File: src/rtl/kb_ascii.sv
// kb_ascii: pops PS/2 Set-2 make codes from the scan FIFO, translates them to ASCII and tracks Caps Lock.
// Optional: define KB_ASCII_ARROWS_EN to translate E0-prefixed arrow keys into cursor codes 0x11-0x14.
module kb_ascii #(
  parameter bit CAPS_INIT = 1'b0
) (
  input  logic       clk,
  input  logic       rst_n,
  input  logic       fifo_empty_i,
  input  logic [8:0] rd_data_i,
  output logic       rd_fifo_o,
  output logic [7:0] ascii_o,
  output logic       ascii_valid_o,
  input  logic       ascii_ready_i,
  output logic       caps_lock_o
);

  typedef enum logic [1:0] {IDLE, MAP, OUT} state_e;

  state_e     state_q, state_d;
  logic [8:0] code_q, code_d;
  logic [6:0] ascii_q, ascii_d;
  logic       valid_q, valid_d;
  logic       caps_q, caps_d;
  logic [7:0] lookup;

  // Returns {hit, char}; letters are found as lowercase and folded to uppercase when Caps Lock is on.
  function automatic logic [7:0] mapCode(input logic [8:0] code, input logic caps);
    logic [6:0] ch;
    logic       hit;
    ch  = 7'h00;
    hit = 1'b1;
    if (!code[8]) begin
      case (code[7:0])
        8'h1C: ch = 7'h61;  8'h32: ch = 7'h62;  8'h21: ch = 7'h63;  8'h23: ch = 7'h64;
        8'h24: ch = 7'h65;  8'h2B: ch = 7'h66;  8'h34: ch = 7'h67;  8'h33: ch = 7'h68;
        8'h43: ch = 7'h69;  8'h3B: ch = 7'h6A;  8'h42: ch = 7'h6B;  8'h4B: ch = 7'h6C;
        8'h3A: ch = 7'h6D;  8'h31: ch = 7'h6E;  8'h44: ch = 7'h6F;  8'h4D: ch = 7'h70;
        8'h15: ch = 7'h71;  8'h2D: ch = 7'h72;  8'h1B: ch = 7'h73;  8'h2C: ch = 7'h74;
        8'h3C: ch = 7'h75;  8'h2A: ch = 7'h76;  8'h1D: ch = 7'h77;  8'h22: ch = 7'h78;
        8'h35: ch = 7'h79;  8'h1A: ch = 7'h7A;
        8'h45: ch = 7'h30;  8'h16: ch = 7'h31;  8'h1E: ch = 7'h32;  8'h26: ch = 7'h33;
        8'h25: ch = 7'h34;  8'h2E: ch = 7'h35;  8'h36: ch = 7'h36;  8'h3D: ch = 7'h37;
        8'h3E: ch = 7'h38;  8'h46: ch = 7'h39;
        8'h29: ch = 7'h20;  8'h5A: ch = 7'h0D;  8'h66: ch = 7'h08;  8'h76: ch = 7'h1B;
        default: hit = 1'b0;
      endcase
      // Only letters land in 0x60-0x7F, so the fold never touches digits or control codes.
      if (caps && ch[6:5] == 2'b11) ch[5] = 1'b0;
    end else begin
`ifdef KB_ASCII_ARROWS_EN
      case (code[7:0])
        8'h75:   ch = 7'h11;
        8'h72:   ch = 7'h12;
        8'h6B:   ch = 7'h13;
        8'h74:   ch = 7'h14;
        default: hit = 1'b0;
      endcase
`else
      hit = 1'b0;
`endif
    end
    return {hit, ch};
  endfunction

  // Pop strobe is gated by reset so the FIFO is never drained while the block is held in reset.
  assign rd_fifo_o = rst_n && (state_q == IDLE) && !fifo_empty_i;

  always_comb begin
    state_d = state_q;
    code_d  = code_q;
    ascii_d = ascii_q;
    valid_d = valid_q;
    caps_d  = caps_q;
    lookup  = mapCode(code_q, caps_q);
    case (state_q)
      IDLE: begin
        if (rd_fifo_o) begin
          code_d  = rd_data_i;
          state_d = MAP;
        end
      end
      MAP: begin
        if (!code_q[8] && code_q[7:0] == 8'h58) begin
          caps_d  = ~caps_q;
          state_d = IDLE;
        end else if (lookup[7]) begin
          ascii_d = lookup[6:0];
          valid_d = 1'b1;
          state_d = OUT;
        end else begin
          state_d = IDLE;
        end
      end
      OUT: begin
        if (ascii_ready_i) begin
          valid_d = 1'b0;
          state_d = IDLE;
        end
      end
      default: state_d = IDLE;
    endcase
  end

  always_ff @(posedge clk or negedge rst_n) begin
    if (!rst_n) begin
      state_q <= IDLE;
      code_q  <= 9'h000;
      ascii_q <= 7'h00;
      valid_q <= 1'b0;
      caps_q  <= CAPS_INIT;
    end else begin
      state_q <= state_d;
      code_q  <= code_d;
      ascii_q <= ascii_d;
      valid_q <= valid_d;
      caps_q  <= caps_d;
    end
  end

  assign ascii_o       = {1'b0, ascii_q};
  assign ascii_valid_o = valid_q;
  assign caps_lock_o   = caps_q;

endmodule

File: config.mk
export PLATFORM = sky130hd
export DESIGN_NAME = kb_ascii
export DESIGN_NICKNAME = d
export VERILOG_FILES = /design/src/rtl/kb_ascii.sv
export SDC_FILE = /design/constraint.sdc
export NUM_CORES = 1
export LEC_CHECK = 0
export BUFFER_PORTS_ARGS = -buffer_cell sky130_fd_sc_hd__buf_4
export CAP_MARGIN = 15
export CORE_UTILIZATION = 62
export CTS_BUF_LIST = sky130_fd_sc_hd__clkbuf_16
export DETAILED_ROUTE_END_ITERATION = 12
export PLACE_DENSITY = 0.85
export SLEW_MARGIN = 10
export SYNTH_ARGS = -nofsm -noshare
export SYNTH_HDL_FRONTEND = slang
export SYNTH_SLANG_ARGS = --single-unit
export TNS_END_PERCENT = 5
File: constraint.sdc
create_clock -name clk -period 7.4 [get_ports clk]
set_clock_uncertainty 0.2 [all_clocks]
set_input_delay 0.74 -clock clk [delete_from_list [all_inputs] [get_ports clk]]
set_output_delay 0.74 -clock clk [all_outputs]
set_load 0.005 [all_outputs]
# == Yosys cells after proc, flatten, opt, wreduce, memory -nomap -nowiden ==
# Cells that the tools add are included.
# classes
n_eq_ne,48
mux,15
bitwise_logic,2
reduce_logical,14
# ops
op,n
$pmux W7 S40,1
$eq A8 B6 Y1 const B,23
$eq A8 B7 Y1 const B,11
$eq A8 B5 Y1 const B,7
$reduce_or A40 Y1,1
$mux W7,2
$mux W2,4
$ne A2 B2 Y1 const B,4
$mux W1,6
$pmux W2 S3,1
$reduce_and A2 Y1,3
$eq A2 B2 Y1 const B,2
$logic_and A1 B1 Y1,4
$reduce_and A4 Y1,1
$reduce_and A3 Y1,1
$eq A2 B1 Y1 const B,1
$logic_not A1 Y1,2
$logic_not A2 Y1,1
$not A1 Y1,2
$pmux W1 S2,1
$reduce_bool A2 Y1,1
# totals
reg_bits,20
in_bits,13
output_inout_bits,11
elab_cells,84

# == Depth between registers and ports, before layout ==
# logic_depth
word_depth,7
ltp_mapped,9
depth_no_buf,7

# == Worst setup path before layout ==
# No wires, ideal clock.
# synth_path
kind,reg-to-reg
startpoint,register code_q[7]
endpoint,register ascii_q[6]
setup_time_ps,125
arrival_time_ps,2207
t_required_ps,7075
path_slack_ps,4868
path_stages_with_launch,10
path_buffers,2
period_less_slack_ps,2532
cell_sequence,dfrtp_1 buf_6 or4b_1 buf_2 or3_1 a21boi_2 nor4_1 nand4_2 o21ai_4 mux2_4
# synth_between
elab_chain_cells,5
elab_cells_between_ends,50
classes_between,eq/ne (41); mux (5); bitwise (1); reduce/logical (3)
# synth_rtl
item,line_no,source
from (decl),20,"logic [8:0] code_q, code_d;"
from (signal assigned),113,code_q <= code_d;
$eq A8 B7 Y1 (tied with other cells),33,case (code[7:0])
$reduce_or A40 Y1 (no source line),n/a,
$mux W1,33,
$mux W1,32,if (!code[8]) begin
$reduce_and A3 Y1 (no source line),n/a,
to (signal assigned),114,ascii_q <= ascii_d;
to (decl),21,"logic [6:0] ascii_q, ascii_d;"
# Several ways; a longest one is shown, not always the timed one. The select of a mux whose other input is x is not followed.
# A chain may end at the register's enable or synchronous reset.

# == Worst setup path after layout ==
# layout_path
startpoint,register code_q[3]
endpoint,register ascii_q[3]
# The elaborated chain is that of the path after synthesis.

==> out/results.txt <==
DRC marker count from the first detailed-route iteration - 136
Mapped Nets - 219
Number of max-capacitance violations reported - 0
Arrival time worst endpoint - 3.19 ns
Pin count of the biggest net entering global routing - 30
Shortest clock period the worst path allows after layout - 3.25 ns
RSZ-0062 raised after global routing - no
Post-synthesis instance area - 1740 sq um
R2R Path End - ascii_q[3]
Synth Area per Inst - 8.45 sq um
Overall Global Routing Usage - 0.349
Number of vias per cell after detailed routing - 7.03
Wire length per cell - 19.5 microns
Maximum operating frequency - 307 MHz
Vias in the first global route - 1522
Initial standard-cell utilization of the core - 0.678
Number of antenna-violating nets in the routed design - 0
Max Slew Vio Count - 0
Clock latency reported for the late side of the worst-skew pair - 0.26 ns
Number of warnings reported in the yosys synthesis log - 0
Clock tree from TritonCTS - done
Length of the first detailed-routing pass in iterations - 5
Power density relative to cell area - 290 nW/um^2
Worst r2r path cells - 7
# H-tree levels - 1
Area growth from synthesis to final layout - 12.4%
Number of sinks on the clock net - 20
Proportion of synthesized chip area in sequential cells - 0.288
Post-CTS Setup Inserts - 0
Number of endpoints failing setup at the final stage - 0
Antenna cell count - 0
Leading register cell type out of synthesis - sky130_fd_sc_hd__dfrtp_1
Chip height - 55.0 microns
Sort of element at the end of the critical path - flop
Worst Setup Path Type - flop to flop
Topmost layer with routed signal wires - met4
Setup_tns - 0 ns
Hold violation total from the final report - 0
Layout cells sized above 1 - 0.236
Detailed route wirelength on metal3 - 479 microns
Number of antenna violations at the first check in global routing - 0
Final nets - 226
Slew at the pin with the worst max-slew slack - 1.05 ns
Cts repair resizes - 0
Global-route wire length before repair - 7330 microns
CTS clk-pin slew, worst paths - 0.06 ns
Static power due to leakage - 0.823 nW
Wire length the detailed router placed on met1 - 1790 microns
Hold Crit Class - primary input to asynchronous set/reset pin
Post-synth EDFFs - 0
Post-detailed-routing wire length - 4720 microns
Std-Cell Core Area - 2570 sq um
Synthesized flop and latch total - 20
Die Footprint - 3020 sq um
Maximum VDD drop - 0.227 mV
Fraction of registers with async set or reset after synthesis - 1.00
Final instance area - 1960 sq um
Die span in x - 55.0 microns
Run status - complete, no violations
Placed wire-length estimate after detailed placement - 3190 microns
Post-CTS Hold Buffers - 0
R2R Setup Slk - 4.15 ns
Max-slew headroom at the worst pin - 0.294
Met2 wirelength from detailed routing - 2260 microns
Largest driver fanout on the critical path - 29
Residual DRC count - 0
Total clock buffers created by CTS - 3
# IOs - 24
Placed instance area - 1850 sq um
Routability cong. - 1.04
Port-buffer cells - 22
Reg2reg start - code_q[3]
Number of buffers on the longest clock path - 2
Leftover overflow at the end of global routing - 0
Total number of placement rows - 18
Share of the clock period used by the worst path - 0.439
Total via count after detailed routing - 1702
Endpoint required time on the critical path - 7.34 ns
Number of distinct library cell variants in the gate-level netlist after synthesis - 55
Clk Tree Root Cell - sky130_fd_sc_hd__clkbuf_16
Critical Path Start Type - flop
Post-Synthesis Cells - 206
-- logic make-up (layout without fill, tap and decap cells) --
logic type	Yosys count	after routing	share of synthesized area
AOI/OAI and AO/OA	43	43	0.169
xor gates and xnor gates	5	5	0.0252
buffers and inverters	24	30	0.0676
DFF	20	20	0.288
muxes	19	19	0.136
other	1	1	0.00215
and+or+nand+nor	94	94	0.313
-- registers in the layout (all words and copies together), names as in the netlist --
| register | cells |
|---|---|
| ascii_q | 7 |
| code_q | 9 |
| ascii_valid_o | 1 |
| caps_lock_o | 1 |
| state_q | 2 |
-- area by class of cell --
| class | count | area [sq um] |
|---|---|---|
| inverter | 3 | 11.3 |
| multi-input combinational | 162 | 1130 |
| tap | 30 | 37.5 |
| clock inverter | 1 | 30.0 |
| clock buffer | 3 | 75.1 |
| timing repair buffer | 23 | 173 |
| sequential | 20 | 500 |
| fill | 199 | 612 |
-- stage by stage --
step | util | setup WS [ns] | hold WS [ns] | total power (W) | cells
global route | 0.762 | 4.05 | 0.183 | 0.000596 | 242
floorplan | - | 4.87 | 0.244 | 0.000349 | 206
global placement | 0.721 | 4.34 | 0.299 | 0.000404 | 238
CTS | 0.762 | 4.24 | 0.163 | 0.000562 | 242
finish | 0.762 | 4.15 | 0.150 | 0.000568 | 242
detailed placement | 0.721 | 4.32 | 0.304 | 0.000411 | 238
-- worst max-delay path, stage by stage, from the launching register on --
cell and delay, ns:
sky130_fd_sc_hd__dfrtp_1 0.93, sky130_fd_sc_hd__nor2b_1 0.31, sky130_fd_sc_hd__o2bb2a_1 0.32, sky130_fd_sc_hd__o211ai_1 0.11, sky130_fd_sc_hd__nor4_1 0.36, sky130_fd_sc_hd__nand4_2 0.20
sky130_fd_sc_hd__o21ai_4 0.37, sky130_fd_sc_hd__mux2_4 0.34
-- layout by cell type, fill, tap and decap left out, drive strengths merged, types with 3 or more instances in the layout --
cell type,synthesis,final
mux2i,3,3
nand2,13,13
xor2,3,3
nand3,20,20
or4b,3,3
mux2,16,16
nor4b,5,5
nor3,9,9
nor2b,7,7
a21oi,9,9
a211oi,3,3
dfrtp,20,20
clkbuf,6,3
or3,3,3
buf,15,23
nor2,11,11
o21ai,12,12
inv,3,3
nand2b,6,6
-- synth_stat cells (2+ instances only) --
cell	n	area, sq um
sky130_fd_sc_hd__nor2b_1	7	43.8
sky130_fd_sc_hd__and4b_1	2	20.0
sky130_fd_sc_hd__a21oi_1	9	45.0
sky130_fd_sc_hd__o31ai_1	2	15.0
sky130_fd_sc_hd__buf_2	10	50.1
sky130_fd_sc_hd__mux2i_1	3	30.0
sky130_fd_sc_hd__clkbuf_1	6	22.5
sky130_fd_sc_hd__inv_1	3	11.3
sky130_fd_sc_hd__buf_1	2	7.51
sky130_fd_sc_hd__nand2_1	13	48.8
sky130_fd_sc_hd__buf_4	2	15.0
sky130_fd_sc_hd__mux2_2	9	101
sky130_fd_sc_hd__xor2_1	3	26.3
sky130_fd_sc_hd__a22oi_1	2	15.0
sky130_fd_sc_hd__a31oi_1	2	12.5
sky130_fd_sc_hd__mux2_4	7	105
sky130_fd_sc_hd__nand4b_1	2	17.5
sky130_fd_sc_hd__dfrtp_1	20	500
sky130_fd_sc_hd__xnor2_1	2	17.5
sky130_fd_sc_hd__a211oi_1	3	22.5
sky130_fd_sc_hd__nor4_1	2	12.5
sky130_fd_sc_hd__o22ai_1	2	12.5
sky130_fd_sc_hd__or3_1	3	18.8
sky130_fd_sc_hd__nand3_1	20	100
sky130_fd_sc_hd__nor3_1	9	45.0
sky130_fd_sc_hd__nor2_1	11	41.3
sky130_fd_sc_hd__or2_2	2	12.5
sky130_fd_sc_hd__nand2b_1	6	37.5
sky130_fd_sc_hd__or4b_1	2	20.0
sky130_fd_sc_hd__o21ai_0	11	55.1
sky130_fd_sc_hd__nor4b_1	5	43.8
-- per-layer routing --
metal / global-route usage / up-vias
met5: 0 / -
met4: 0.196 / 0
met3: 0.0874 / 26
met2: 0.526 / 124
met1: 0.453 / 778
li1: - / 774
-- power breakdown --
part | internal (W) | total (W) | leakage (nW) | switching (W)
Combinational | 0.000110 | 0.000210 | 0.516 | 0.0000998
Clock | 0.000107 | 0.000149 | 0.0511 | 0.0000420
Sequential | 0.000138 | 0.000209 | 0.256 | 0.0000709
-- worst max-delay path by stage --
stage	startpoint	to	slack (ns)	cells after the start
detailed placement	rst_n	rd_fifo_o	4.32	3
global placement	rst_n	rd_fifo_o	4.34	3
CTS	code_q[3]	ascii_q[3]	4.24	7
global route	code_q[3]	ascii_q[3]	4.05	7
finish	code_q[3]	ascii_q[3]	4.15	7
floorplan	code_q[7]	ascii_q[6]	4.87	9
Power figures use the tool's default switching activity.
